<file path="src/rtl/fetch_seq.sv">
// fetch_seq: instruction fetch sequencer (IDLE/FETCH/HOLD/FLUSH); optional bus timeout enabled by FETCH_TIMEOUT_EN
module fetch_seq #(
  parameter int TIMEOUT_CYC = 16
) (
  input  logic        clk,
  input  logic        reset,
  input  logic        en,
  input  logic [15:0] pc_in,
  output logic        pc_ld,
  output logic        pc_inc,
  output logic [15:0] pc_din,
  output logic        mem_rd,
  output logic [15:0] mem_addr,
  input  logic        mem_ready,
  input  logic [15:0] mem_data,
  output logic [15:0] ir_out,
  output logic        ir_valid,
  input  logic        ir_ack,
  input  logic        br_taken,
  input  logic [15:0] br_target,
  output logic        fetch_err
);
  typedef enum logic [1:0] {IDLE, FETCH, HOLD, FLUSH} state_t;
  state_t      state_q, state_d;
  logic        mem_rd_q, mem_rd_d, ir_valid_q, ir_valid_d, pc_ld_q, pc_ld_d, pc_inc_q, pc_inc_d;
  logic [15:0] mem_addr_q, mem_addr_d, ir_out_q, ir_out_d, pc_din_q, pc_din_d;
  logic        tmo, err;
`ifdef FETCH_TIMEOUT_EN
  logic        waiting, err_q, err_d;
  logic [15:0] cnt_q, cnt_d;
  assign waiting = (state_q == FETCH || state_q == FLUSH) && !mem_ready;
  assign tmo     = waiting && (cnt_q + 16'd1 == 16'(TIMEOUT_CYC));
  assign err     = err_q;
  // count consecutive stalled read cycles; the error flag is sticky until reset
  always_comb begin
    cnt_d = (waiting && !tmo) ? cnt_q + 16'd1 : 16'd0;
    err_d = err_q | tmo;
  end
  // timeout counter and error flag registers
  always_ff @(posedge clk or negedge reset) begin
    if (!reset) begin
      cnt_q <= 16'd0;
      err_q <= 1'b0;
    end else begin
      cnt_q <= cnt_d;
      err_q <= err_d;
    end
  end
`else
  logic unused_timeout;
  assign unused_timeout = (TIMEOUT_CYC != 0);
  assign tmo = 1'b0;
  assign err = 1'b0;
`endif
  // next-state and registered-output computation; a branch always strobes pc_ld and drops ir_valid
  always_comb begin
    state_d    = state_q;
    mem_rd_d   = mem_rd_q;
    mem_addr_d = mem_addr_q;
    ir_out_d   = ir_out_q;
    ir_valid_d = ir_valid_q;
    pc_din_d   = br_taken ? br_target : pc_din_q;
    pc_ld_d    = br_taken;
    pc_inc_d   = 1'b0;
    if (br_taken) ir_valid_d = 1'b0;
    case (state_q)
      IDLE: if (!br_taken && en && !err) begin
        state_d    = FETCH;
        mem_rd_d   = 1'b1;
        mem_addr_d = pc_in;
      end
      FETCH: if (br_taken) begin
        state_d  = mem_ready ? IDLE : FLUSH;
        mem_rd_d = !mem_ready;
      end else if (mem_ready) begin
        state_d    = HOLD;
        mem_rd_d   = 1'b0;
        ir_out_d   = mem_data;
        ir_valid_d = 1'b1;
        pc_inc_d   = 1'b1;
      end
      HOLD: if (br_taken || ir_ack) begin
        state_d    = IDLE;
        ir_valid_d = 1'b0;
      end
      FLUSH: if (mem_ready) begin
        state_d  = IDLE;
        mem_rd_d = 1'b0;
      end
      default: state_d = IDLE;
    endcase
    if (tmo) begin
      state_d  = IDLE;
      mem_rd_d = 1'b0;
    end
  end
  // state and output registers
  always_ff @(posedge clk or negedge reset) begin
    if (!reset) begin
      state_q    <= IDLE;
      mem_rd_q   <= 1'b0;
      mem_addr_q <= 16'd0;
      ir_out_q   <= 16'd0;
      ir_valid_q <= 1'b0;
      pc_ld_q    <= 1'b0;
      pc_inc_q   <= 1'b0;
      pc_din_q   <= 16'd0;
    end else begin
      state_q    <= state_d;
      mem_rd_q   <= mem_rd_d;
      mem_addr_q <= mem_addr_d;
      ir_out_q   <= ir_out_d;
      ir_valid_q <= ir_valid_d;
      pc_ld_q    <= pc_ld_d;
      pc_inc_q   <= pc_inc_d;
      pc_din_q   <= pc_din_d;
    end
  end
  assign mem_rd    = mem_rd_q;
  assign mem_addr  = mem_addr_q;
  assign ir_out    = ir_out_q;
  assign ir_valid  = ir_valid_q;
  assign pc_ld     = pc_ld_q;
  assign pc_inc    = pc_inc_q;
  assign pc_din    = pc_din_q;
  assign fetch_err = err;
endmodule

</file>
<file path="config.mk">
export PLATFORM = sky130hd
export DESIGN_NAME = fetch_seq
export DESIGN_NICKNAME = d
export VERILOG_FILES = /design/src/rtl/fetch_seq.sv
export SDC_FILE = /design/constraint.sdc
export NUM_CORES = 1
export LEC_CHECK = 0
export BUFFER_PORTS_ARGS = -buffer_cell sky130_fd_sc_hd__buf_2
export CORE_MARGIN = 4
export CORE_UTILIZATION = 49
export CTS_CLUSTER_DIAMETER = 30
export DETAILED_ROUTE_END_ITERATION = 7
export HOLD_SLACK_MARGIN = 0.08
export PLACE_DENSITY = 0.84
export REMOVE_ABC_BUFFERS = 1
export SYNTH_ARGS = -nofsm -noshare
export SYNTH_HDL_FRONTEND = slang
export SYNTH_SLANG_ARGS = --single-unit
</file>
<file path="constraint.sdc">
create_clock -name clk -period 3.75 [get_ports clk]
set_clock_uncertainty 0.15 [all_clocks]
set_input_delay 0.375 -clock clk [delete_from_list [all_inputs] [get_ports clk]]
set_output_delay 0.375 -clock clk [all_outputs]
set_load 0.01 [all_outputs]
</file>
==> metrics.md <==
| Metric | Value |
|---|---|
| Core region area | `4350 µm²` |
| IR drop worst, VDD | `0.442 mV` |
| Combinational share of power | `0.391` |
| Highest cell delay on the worst timing path | `0.43 ns` |
| Overall routing resource usage | `0.182` |
| Maximum clock frequency | `0.530 GHz` |
| Post-Synthesis Cells | `141` |
| Placed Area | `2770 µm²` |
| Residual overflow from global routing | `0` |
| Number of buffers added by the clock tree synthesis step | `5` |
| Syn. warnings | `0` |
| Number of vias per cell | `4.97` |
| Series of cell instances along the critical path | `inv_1, ha_1, nor2b_4, nand2_4, mux2_4` |
| Arrival time of the worst setup path | `1.93 ns` |
| Antenna diode count | `0` |
| Number of rows in the core area | `24` |
| Worst Hold Class | `input port to flop` |
| Placed wire-length estimate | `3870 µm` |
| Register share of total power | `0.447` |
| Starting DRT DRC Count | `57` |
| Max Buffers Root-to-Sink | `2` |
| Max Cap Viol | `0` |
| Most frequent cell after synthesis | `dfrtp_1` |
| Power per cell area | `707 nW/µm²` |
| Count of state elements after synthesis | `54` |
| Synth Flop Type | `dfrtp_1` |
| Worst Path Max Fanout | `18` |
| Detailed-routing iteration count for the pre-antenna-repair pass | `4` |
| Global-route wire length before repair | `7760 µm` |
| Routability cong. | `0.778` |
| Synthesized area per cell | `15.6 µm²` |
| Number of antenna violations at the first check in global routing | `0` |
| Layout fillers | `339` |
| Reg clk slew, reported paths | `0.09 ns` |
| Via count of the first global-routing pass | `1,608` |
| Power share of the clock group | `0.161` |
| Critical path's slowest cell | `dfrtp_1` |
| Resized cells post-CTS | `0` |
| Max-slew violation count | `0` |
| Synth async-reset ratio | `1.00` |
| Run status | `finished, final reports clean` |
| Die height | `75.1 µm` |
| Total via count after detailed routing | `1,506` |
| Starting utilization of the core area | `0.506` |
| Largest net degree at the start of global routing | `33` |
| Net switching power figure | `666 µW` |
| Register area share after synthesis | `0.613` |
| Routed Wire Length | `4920 µm` |
| Leak pwr | `0.00151 µW` |
| Count of unresolved DRC violations after routing | `0` |
| Die Footprint | `5640 µm²` |
| Shortest clock period the worst path allows after layout | `1.89 ns` |
| Quantity of I/O buffers inserted on ports | `105` |
| Synth unique cells | `26` |
| Category of the worst setup path capture point | `flop` |
| Data required time of the worst path | `3.79 ns` |
| Critical path type | `flop to flop` |
| Number of flops mapped to enable cells by yosys | `0` |
| Total clock sinks | `54` |
| Final Hold Slack | `0.146 ns` |
| Int Power | `1360 µW` |
| Final instance area | `2870 µm²` |
| # IOs | `107` |
| Synth top area cells | `dfrtp_1, mux2_2, mux2_4, ha_1, a21oi_1` |
| Cell area after synthesis | `2200 µm²` |
| Total of endpoints with negative setup slack in the final report | `0` |
| Final net count | `308` |
| Fraction of the cycle the final worst path needs | `0.503` |
| Layout cells sized above 1 | `0.653` |
| Detailed-route wire length per cell | `16.2 µm` |
| TritonCTS clock tree | `yes` |
| Remaining antenna violation count after routing | `0` |
| Top-area cell type share of the netlist area | `0.613` |
| Total Negative Setup Slacks | `0 ns` |
| Max-slew headroom at the worst pin | `0.649` |
| Library cell with the largest summed area after synthesis | `dfrtp_1` |
| Slew at the pin closest to its max-slew limit | `0.527 ns` |
| CTS H-tree depth | `2` |
| Cell chosen for the clock root | `clkbuf_8` |
| Area growth, synth to finish | `30.1%` |
| Setup repair after global routing missed its margin | `false` |
| Sw frac | `0.328` |
| Width of the die | `75.1 µm` |
| Count of final hold-check violations | `0` |
| Category of the worst setup path launch point | `flop` |
| Worst-Skew Late Latency | `0.30 ns` |
| Top cell types by occurrence after synthesis | `dfrtp_1, mux2_2, mux2_4` |
## state kept, by name, indices dropped and copies added (netlist names)
name,cells
ir_out,16
ir_valid,1
mem_addr,16
mem_rd,1
pc_din,16
pc_inc,1
pc_ld,1
state_q,2
## path summary, 6_finish.rpt
| kind | from | to | slack (ns) | cells past startpoint |
|---|---|---|---|---|
| setup / recovery | state_q[1] | ir_out[8] | 1.86 | 5 |
| hold / removal | mem_data[13] | ir_out[13] | 0.15 | 2 |
| max in group asynchronous | reset | mem_addr[4] | 2.24 | 3 |
| min in group asynchronous | reset | pc_din[12] | 0.42 | 2 |
| setup reg to reg | state_q[1] | ir_out[8] | 1.86 | 5 |
| hold reg to reg | ir_out[7] | ir_out[7] | 0.36 | 1 |
## cells in the final DEF (no fill, tap or decap), drive strengths merged, types with 2 or more instances in the layout
| master | Yosys | routed |
|---|---|---|
| inv | 4 | 4 |
| nand2 | 3 | 3 |
| clkbuf | 0 | 7 |
| buf | 5 | 106 |
| a21oi | 4 | 4 |
| mux2 | 48 | 48 |
| nand2b | 2 | 2 |
| nor2 | 4 | 4 |
| ha | 4 | 4 |
| dfrtp | 54 | 54 |
## cell type report
cell class,count,area [µm²],area share
timing repair buffer,107,543,0.189
inverter,4,15.0,0.00524
sequential,54,1350,0.471
clock inverter,1,5.00,0.00175
multi-input combinational,78,802,0.280
clock buffer,7,86.3,0.0301
tap,52,65.1,0.0227
## per-stage QoR
stage	worst slack (ns)	total power (µW)	std cells	util
after detailed placement	1.86	1720	294	0.635
after global placement	1.93	1680	294	0.635
after CTS	1.87	2050	303	0.659
after floorplan	2.12	1380	136	-
after global routing	1.78	2160	303	0.659
final	1.86	2030	303	0.659
## power groups by stage
stage,clock [µW],combinational [µW],sequential (µW)
detailed placement,0,806,918
floorplan,0,365,1010
CTS,336,807,909
finish,327,793,906
global placement,0,772,904
global route,361,865,934
## worst max-delay path: cells and delay by family, from the launching register on
kind / cells / cell delay, ns
adders and majority gates: 1 / 0.30
DFF: 1 / 0.43
muxes: 1 / 0.35
and+or+nand+nor: 2 / 0.42
buffers and inverters: 1 / 0.12
## layer usage
metal,vias to the layer above,track usage,wire [µm]
met5,-,0,0
met4,0,0.0573,93
met3,8,0.0454,277
met2,38,0.335,2860
met1,754,0.207,1690
li1,706,-,-
## cell families (layout without fill, tap and decap cells)
family / count (synthesis) / after routing / share of synthesized area
DFF: 54 / 54 / 0.613
other: 1 / 1 / 0.00170
and+or+nand+nor: 12 / 12 / 0.0397
adders and majority gates: 4 / 4 / 0.0227
muxes: 49 / 49 / 0.263
buffers and inverters: 9 / 119 / 0.0233
AOI/OAI and AO/OA: 12 / 12 / 0.0363
## what timing repair did
action,CTS,global route
hold endpoints to repair,22,0
buffers inserted,0,0
hold buffers,1,0
endpoints found under the setup margin,0,0
Note: power is estimated with default switching activity, not from simulation.
